File: config.mk
export PLATFORM = sky130hd
export DESIGN_NAME = waveform_monitor_flat
export DESIGN_NICKNAME = d
export VERILOG_FILES = /design/src/rtl/waveform_monitor_if.sv /design/src/rtl/waveform_monitor.sv /design/src/flat_wrapper.sv
export SDC_FILE = /design/constraint.sdc
export NUM_CORES = 1
export LEC_CHECK = 0
export CORE_ASPECT_RATIO = 0.7
export CORE_MARGIN = 2
export CORE_UTILIZATION = 45
export CTS_CLUSTER_DIAMETER = 150
export DETAILED_ROUTE_END_ITERATION = 8
export GPL_TIMING_DRIVEN = 1
export HOLD_SLACK_MARGIN = 0.12
export PLACE_DENSITY = 0.71
export SETUP_SLACK_MARGIN = 0.1
export SLEW_MARGIN = 15
export SYNTH_ARGS = -nofsm -noshare
export SYNTH_HDL_FRONTEND = slang
export SYNTH_SLANG_ARGS = --single-unit
export TNS_END_PERCENT = 50
File: constraint.sdc
create_clock -name sys_clk_i -period 2.6 [get_ports sys_clk_i]
set_clock_uncertainty 0.1 [all_clocks]
set_input_delay 0.39 -clock sys_clk_i [delete_from_list [all_inputs] [get_ports sys_clk_i]]
set_output_delay 0.39 -clock sys_clk_i [all_outputs]
set_load 0.02 [all_outputs]
File: src/rtl/waveform_monitor_if.sv
// Sample stream and measurement result bundle between a waveform source and its monitor.
interface waveform_monitor_if #(
    parameter int DATA_W = 12,
    parameter int CNT_W  = 24
);
    logic              wm_en_i;
    logic              wm_smp_stb_i;
    logic [DATA_W-1:0] wm_smp_i;
    logic [CNT_W-1:0]  wm_period_o;
    logic [DATA_W-1:0] wm_min_o;
    logic [DATA_W-1:0] wm_max_o;
    logic              wm_ovf_o;
    logic              wm_valid_o;
    logic              wm_timeout_o;

    modport master (
        output wm_en_i, wm_smp_stb_i, wm_smp_i,
        input  wm_period_o, wm_min_o, wm_max_o, wm_ovf_o, wm_valid_o, wm_timeout_o
    );
    modport slave (
        input  wm_en_i, wm_smp_stb_i, wm_smp_i,
        output wm_period_o, wm_min_o, wm_max_o, wm_ovf_o, wm_valid_o, wm_timeout_o
    );
endinterface

File: src/rtl/waveform_monitor.sv
// Rising mid-scale crossing monitor: period, min/max per period, one result per period.
// Optional WM_TIMEOUT_EN: abort and rearm when the period counter saturates.
module waveform_monitor #(
    parameter int DATA_W = 12,
    parameter int MID    = 2048,
    parameter int HYST   = 16,
    parameter int CNT_W  = 24
) (
    input  logic sys_clk_i,
    input  logic sys_rst_i,
    waveform_monitor_if.slave wm
);
    typedef enum logic [2:0] {IDLE, ARM_LO, ARM_HI, MEAS_LO, MEAS_HI} state_e;

    localparam logic [CNT_W-1:0]  CNT_MAX = '1;
    localparam logic [DATA_W-1:0] LO_TH   = DATA_W'(MID - HYST);
    localparam logic [DATA_W-1:0] HI_TH   = DATA_W'(MID + HYST);

    state_e            state_q, state_d;
    logic [CNT_W-1:0]  cnt_q, cnt_d;
    logic              ovf_flag_q, ovf_flag_d;
    logic [DATA_W-1:0] min_q, min_d, max_q, max_d;
    logic [CNT_W-1:0]  period_q, period_d;
    logic [DATA_W-1:0] min_o_q, min_o_d, max_o_q, max_o_d;
    logic              ovf_q, ovf_d, valid_q, valid_d, timeout_q, timeout_d;
    logic              lo, hi, meas, cnt_sat, tmo_hit;

    always_comb begin
        lo      = wm.wm_smp_stb_i && (wm.wm_smp_i <= LO_TH);
        hi      = wm.wm_smp_stb_i && (wm.wm_smp_i >= HI_TH);
        meas    = (state_q == MEAS_LO) || (state_q == MEAS_HI);
        cnt_sat = (cnt_q == CNT_MAX);
`ifdef WM_TIMEOUT_EN
        tmo_hit = meas && cnt_sat;
`else
        tmo_hit = 1'b0;
`endif
        state_d    = state_q;
        cnt_d      = cnt_q;
        ovf_flag_d = ovf_flag_q;
        min_d      = min_q;
        max_d      = max_q;
        period_d   = period_q;
        min_o_d    = min_o_q;
        max_o_d    = max_o_q;
        ovf_d      = ovf_q;
        valid_d    = 1'b0;
        timeout_d  = 1'b0;

        if (meas) begin
            if (cnt_sat) ovf_flag_d = 1'b1;
            else         cnt_d      = cnt_q + 1'b1;
            if (wm.wm_smp_stb_i) begin
                if (wm.wm_smp_i < min_q) min_d = wm.wm_smp_i;
                if (wm.wm_smp_i > max_q) max_d = wm.wm_smp_i;
            end
        end

        // Disable wins over everything: no publish, partial period dropped.
        if (!wm.wm_en_i) begin
            state_d = IDLE;
        end else begin
            unique case (state_q)
                IDLE:    state_d = ARM_LO;
                ARM_LO:  if (lo) state_d = ARM_HI;
                ARM_HI: begin
                    if (hi) begin
                        state_d    = MEAS_LO;
                        cnt_d      = '0;
                        ovf_flag_d = 1'b0;
                        min_d      = wm.wm_smp_i;
                        max_d      = wm.wm_smp_i;
                    end
                end
                MEAS_LO: begin
                    if (tmo_hit) begin
                        state_d   = ARM_LO;
                        timeout_d = 1'b1;
                    end else if (lo) begin
                        state_d = MEAS_HI;
                    end
                end
                MEAS_HI: begin
                    if (tmo_hit) begin
                        state_d   = ARM_LO;
                        timeout_d = 1'b1;
                    end else if (hi) begin
                        // Crossing sample closes this period and seeds the next one.
                        period_d   = cnt_sat ? CNT_MAX : cnt_q + 1'b1;
                        min_o_d    = min_q;
                        max_o_d    = max_q;
                        ovf_d      = ovf_flag_q || cnt_sat;
                        valid_d    = 1'b1;
                        state_d    = MEAS_LO;
                        cnt_d      = '0;
                        ovf_flag_d = 1'b0;
                        min_d      = wm.wm_smp_i;
                        max_d      = wm.wm_smp_i;
                    end
                end
                default: state_d = IDLE;
            endcase
        end
    end

    always_ff @(posedge sys_clk_i) begin
        if (!sys_rst_i) begin
            state_q    <= IDLE;
            cnt_q      <= '0;
            ovf_flag_q <= 1'b0;
            min_q      <= '0;
            max_q      <= '0;
            period_q   <= '0;
            min_o_q    <= '0;
            max_o_q    <= '0;
            ovf_q      <= 1'b0;
            valid_q    <= 1'b0;
            timeout_q  <= 1'b0;
        end else begin
            state_q    <= state_d;
            cnt_q      <= cnt_d;
            ovf_flag_q <= ovf_flag_d;
            min_q      <= min_d;
            max_q      <= max_d;
            period_q   <= period_d;
            min_o_q    <= min_o_d;
            max_o_q    <= max_o_d;
            ovf_q      <= ovf_d;
            valid_q    <= valid_d;
            timeout_q  <= timeout_d;
        end
    end

    assign wm.wm_period_o  = period_q;
    assign wm.wm_min_o     = min_o_q;
    assign wm.wm_max_o     = max_o_q;
    assign wm.wm_ovf_o     = ovf_q;
    assign wm.wm_valid_o   = valid_q;
    assign wm.wm_timeout_o = timeout_q;
endmodule

File: src/flat_wrapper.sv
// flat-port wrapper written by rule: the top's interface ports become plain ports
module waveform_monitor_flat 
#(
    parameter int DATA_W = 12,
    parameter int MID    = 2048,
    parameter int HYST   = 16,
    parameter int CNT_W  = 24
)
  (sys_clk_i, sys_rst_i, wm_wm_en_i, wm_wm_smp_stb_i, wm_wm_smp_i, wm_wm_period_o, wm_wm_min_o, wm_wm_max_o, wm_wm_ovf_o, wm_wm_valid_o, wm_wm_timeout_o);
  waveform_monitor_if #(.DATA_W(DATA_W), .CNT_W(CNT_W)) wm_i ();
  input  logic sys_clk_i;
  input  logic sys_rst_i;
  input wire logic [$bits(wm_i.wm_en_i)-1:0] wm_wm_en_i;
  input wire logic [$bits(wm_i.wm_smp_stb_i)-1:0] wm_wm_smp_stb_i;
  input wire logic [$bits(wm_i.wm_smp_i)-1:0] wm_wm_smp_i;
  output wire logic [$bits(wm_i.wm_period_o)-1:0] wm_wm_period_o;
  output wire logic [$bits(wm_i.wm_min_o)-1:0] wm_wm_min_o;
  output wire logic [$bits(wm_i.wm_max_o)-1:0] wm_wm_max_o;
  output wire logic [$bits(wm_i.wm_ovf_o)-1:0] wm_wm_ovf_o;
  output wire logic [$bits(wm_i.wm_valid_o)-1:0] wm_wm_valid_o;
  output wire logic [$bits(wm_i.wm_timeout_o)-1:0] wm_wm_timeout_o;
  assign wm_i.wm_en_i = wm_wm_en_i;
  assign wm_i.wm_smp_stb_i = wm_wm_smp_stb_i;
  assign wm_i.wm_smp_i = wm_wm_smp_i;
  assign wm_wm_period_o = wm_i.wm_period_o;
  assign wm_wm_min_o = wm_i.wm_min_o;
  assign wm_wm_max_o = wm_i.wm_max_o;
  assign wm_wm_ovf_o = wm_i.wm_ovf_o;
  assign wm_wm_valid_o = wm_i.wm_valid_o;
  assign wm_wm_timeout_o = wm_i.wm_timeout_o;
  waveform_monitor #(.DATA_W(DATA_W), .MID(MID), .HYST(HYST), .CNT_W(CNT_W)) u_core (.sys_clk_i(sys_clk_i), .sys_rst_i(sys_rst_i), .wm(wm_i));
endmodule
==> impl_metrics.env <==
export IMPL_status="finished, final reports clean"
export IMPL_rsz0062_at_grt="true"
export IMPL_drcViolationCount=0
export IMPL_synthArstFlopShare_pct=0
export IMPL_grt_overflow_total=0
export IMPL_design_area_um2=6150
export IMPL_total_power_w=0.00314
export IMPL_yosys_area_top_type_share_pct=41.7
export IMPL_synth_edf_count=0
export IMPL_cts_made_buffers=9
export IMPL_grt_max_degree=50
export IMPL_drive_gt1_share_pct=8.88
export IMPL_die_w_um=129
export IMPL_h_tree_depth=3
export IMPL_clockBufferDepth=2
export IMPL_grt_pass1_vias=4118
export IMPL_fmax_ghz=0.405
export IMPL_place_ws_ps=-263
export IMPL_io_pins=67
export IMPL_initial_core_util_pct=46.8
export IMPL_cts_root_buf="clkbuf_16"
export IMPL_finalHoldViolCount=0
export IMPL_yosysTopAreaCell="dfxtp_1"
export IMPL_dp_cells=791
export IMPL_drtPass1Iterations=4
export IMPL_drv_cap=0
export IMPL_yosys_register_bits=102
export IMPL_synthesis_nets=635
export IMPL_core_um2=10500
export IMPL_rrSetupSlack_ps=250
export IMPL_rows=31
export IMPL_wl_per_cell_um=15.1
export IMPL_syn_avg_cell_area_um2=8.25
export IMPL_holdPathStages=2
export IMPL_gp_congestion=0.981
export IMPL_port_buffers=65
export IMPL_syn_area_um2=4900
export IMPL_ys_flop_type="dfxtp_1"
export IMPL_critPathCaptureType="flop"
export IMPL_hold_path_end="u_core.wm.wm_min_o[11]"
export IMPL_rr_worst_depth=6
export IMPL_ys_seq_area_share_pct=41.7
export IMPL_viasPerCell=5.34
export IMPL_timing_rr_end="u_core.cnt_q[5]"
export IMPL_cp_required_ps=2770
export IMPL_hold_class="reg2reg"
export IMPL_grt_usage_pct=21.7
export IMPL_slew_violations=0
export IMPL_crit_path_max_fanout=5
export IMPL_antenna_found_initial=0
export IMPL_hold_path_startpoint="u_core.min_q[11]"
export IMPL_area_growth_syn_to_layout_pct=25.5
export IMPL_holdBufCountCts=0
export IMPL_timing_final_crit_period_ps=2470
export IMPL_final_util_pct=58.7
export IMPL_clkSinkCount=102
export IMPL_max_vdd_ir_drop_mv=0.347
export IMPL_cp_start_kind="input port"
export IMPL_r2r_start="u_core.cnt_q[8]"
export IMPL_synthCells=594
export IMPL_dr_first_iter_drc_count=245
export IMPL_leakage_nw=2.27
export IMPL_worst_pin_slew_ps=728
export IMPL_setup_viol_count_final=0
export IMPL_final_cells=808
export IMPL_cp_data_arrival_time_ps=2640
export IMPL_clkLatencyLatePin_ps=350
export IMPL_detail_route_antenna_nets=0
export IMPL_dieArea_um2=11800
export IMPL_synth_area_leaders="dfxtp_1, nand2_1, ha_1, mux2i_1, a21oi_1"
export IMPL_grt_pass1_wl_mm=20.4
export IMPL_num_vias=4314
export IMPL_maxSlewHeadroom_pct=51.4
export IMPL_yosysMostFrequentCell="nand2_1"
export IMPL_n_antenna_cell=0
export IMPL_cts_tree="yes"
export IMPL_layout_nets=712
export IMPL_synth_cell_types=47
export IMPL_dp_hpwl_mm=8.84
export IMPL_path_class="in2reg"
export IMPL_placed_area_um2=5830
export IMPL_powerDensity_nw_per_um2=511
export IMPL_fin_crit_sh_pct=94.9
export IMPL_die_y_um=91.3
export IMPL_synthTopCellsByCount="nand2_1, dfxtp_1, a21oi_1"
export IMPL_clk_pin_slew_ps=80
export IMPL_ys_warn_count=0
export IMPL_finalWirelength_mm=12.2
export IMPL_fin_ws_ps=134
[flip-flops by register name, indices dropped and copies added, names as in the netlist]
name	count
u_core.cnt_q	24
u_core.wm.wm_period_o	24
u_core.max_q	12
u_core.min_q	12
u_core.wm.wm_max_o	12
u_core.wm.wm_min_o	12
u_core.state_q	3
u_core.ovf_flag_q	1
u_core.wm.wm_ovf_o	1
u_core.wm.wm_valid_o	1
[logic make-up after synthesis]
kind of cell	after synthesis	synth area share, %
AND/OR/NAND/NOR	232	22.1
AO/OA/AOI/OAI	108	13.0
flip-flops	102	41.7
buffers and inverters	64	5.16
XOR/XNOR	37	6.61
adder cells (fa/ha/maj)	25	6.38
multiplexers	25	5.10
other	1	0.0765
[worst max-delay path, stage by stage]
cell and delay, ps:
clkdlybuf4s50_1 480, ha_1 360, nand4_1 150, or4_1 530, nand3_1 90, a21oi_1 60
nor2_2 140, buf_2 220, mux2i_1 200
[layout by cell type, fill, tap and decap left out, types with 3 or more instances in the layout]
master	n
a21boi_0	13
a21o_1	3
a21oi_1	48
and3_1	9
and4_1	6
buf_4	29
clkbuf_16	9
clkdlybuf4s50_1	64
dfxtp_1	102
ha_1	25
inv_1	33
mux2i_1	25
nand2_1	113
nand3_1	20
nand4_1	10
nor2_1	40
nor2_2	3
nor2b_1	4
nor3_1	10
nor4_1	3
o211ai_1	3
o21ai_0	28
xnor2_1	19
xor2_1	18
[report_power, final]
group	leakage, nW	switching, W	internal, W
Combinational	1.30	0.000104	0.0000754
Clock	0.149	0.000610	0.000780
Sequential	0.822	0.00000527	0.00157
Total	2.27	0.000719	0.00242
[repair_timing]
action                                  CTS  global route
gates resized for setup                   0             3
endpoints found under the setup margin    0            27
setup buffers                             0             0
[worst max path at each step]
stage / from / to / slack, ps / depth (start not counted)
finish: wm_wm_smp_i[9] / u_core.max_q[5] / 130 / 9
floorplan: wm_wm_smp_i[10] / u_core.max_q[0] / 390 / 8
CTS: wm_wm_smp_i[7] / u_core.wm.wm_period_o[14] / 110 / 7
detailed placement: wm_wm_smp_i[6] / u_core.wm.wm_period_o[14] / -260 / 7
global route: wm_wm_smp_i[10] / u_core.max_q[5] / 70 / 9
global placement: wm_wm_smp_i[7] / u_core.wm.wm_ovf_o / -110 / 7
[layer usage]
metal / GRT usage [%] / vias to the layer above / share of wire (%)
li1: - / 2166 / -
met1: 32.2 / 2029 / 53
met2: 31.3 / 104 / 40
met3: 5.07 / 15 / 5.8
met4: 6.07 / 0 / 1.3
met5: 0 / - / 0
[per-stage QoR]
stage	hold WS [ps]	TNS [ps]
floorplan	330	0
global placement	340	-2090
detailed placement	346	-5220
CTS	355	0
global route	365	0
finish	344	0
[layout make-up]
type / count / area [um2]
Clock buffer: 10 / 239
Clock inverter: 6 / 68.8
Fill cell: 898 / 4320
Inverter: 33 / 124
Multi-Input combinational cell: 428 / 2610
Sequential cell: 102 / 2040
Tap cell: 132 / 165
Timing Repair Buffer: 97 / 900
Note: power is estimated with default switching activity, not from simulation.
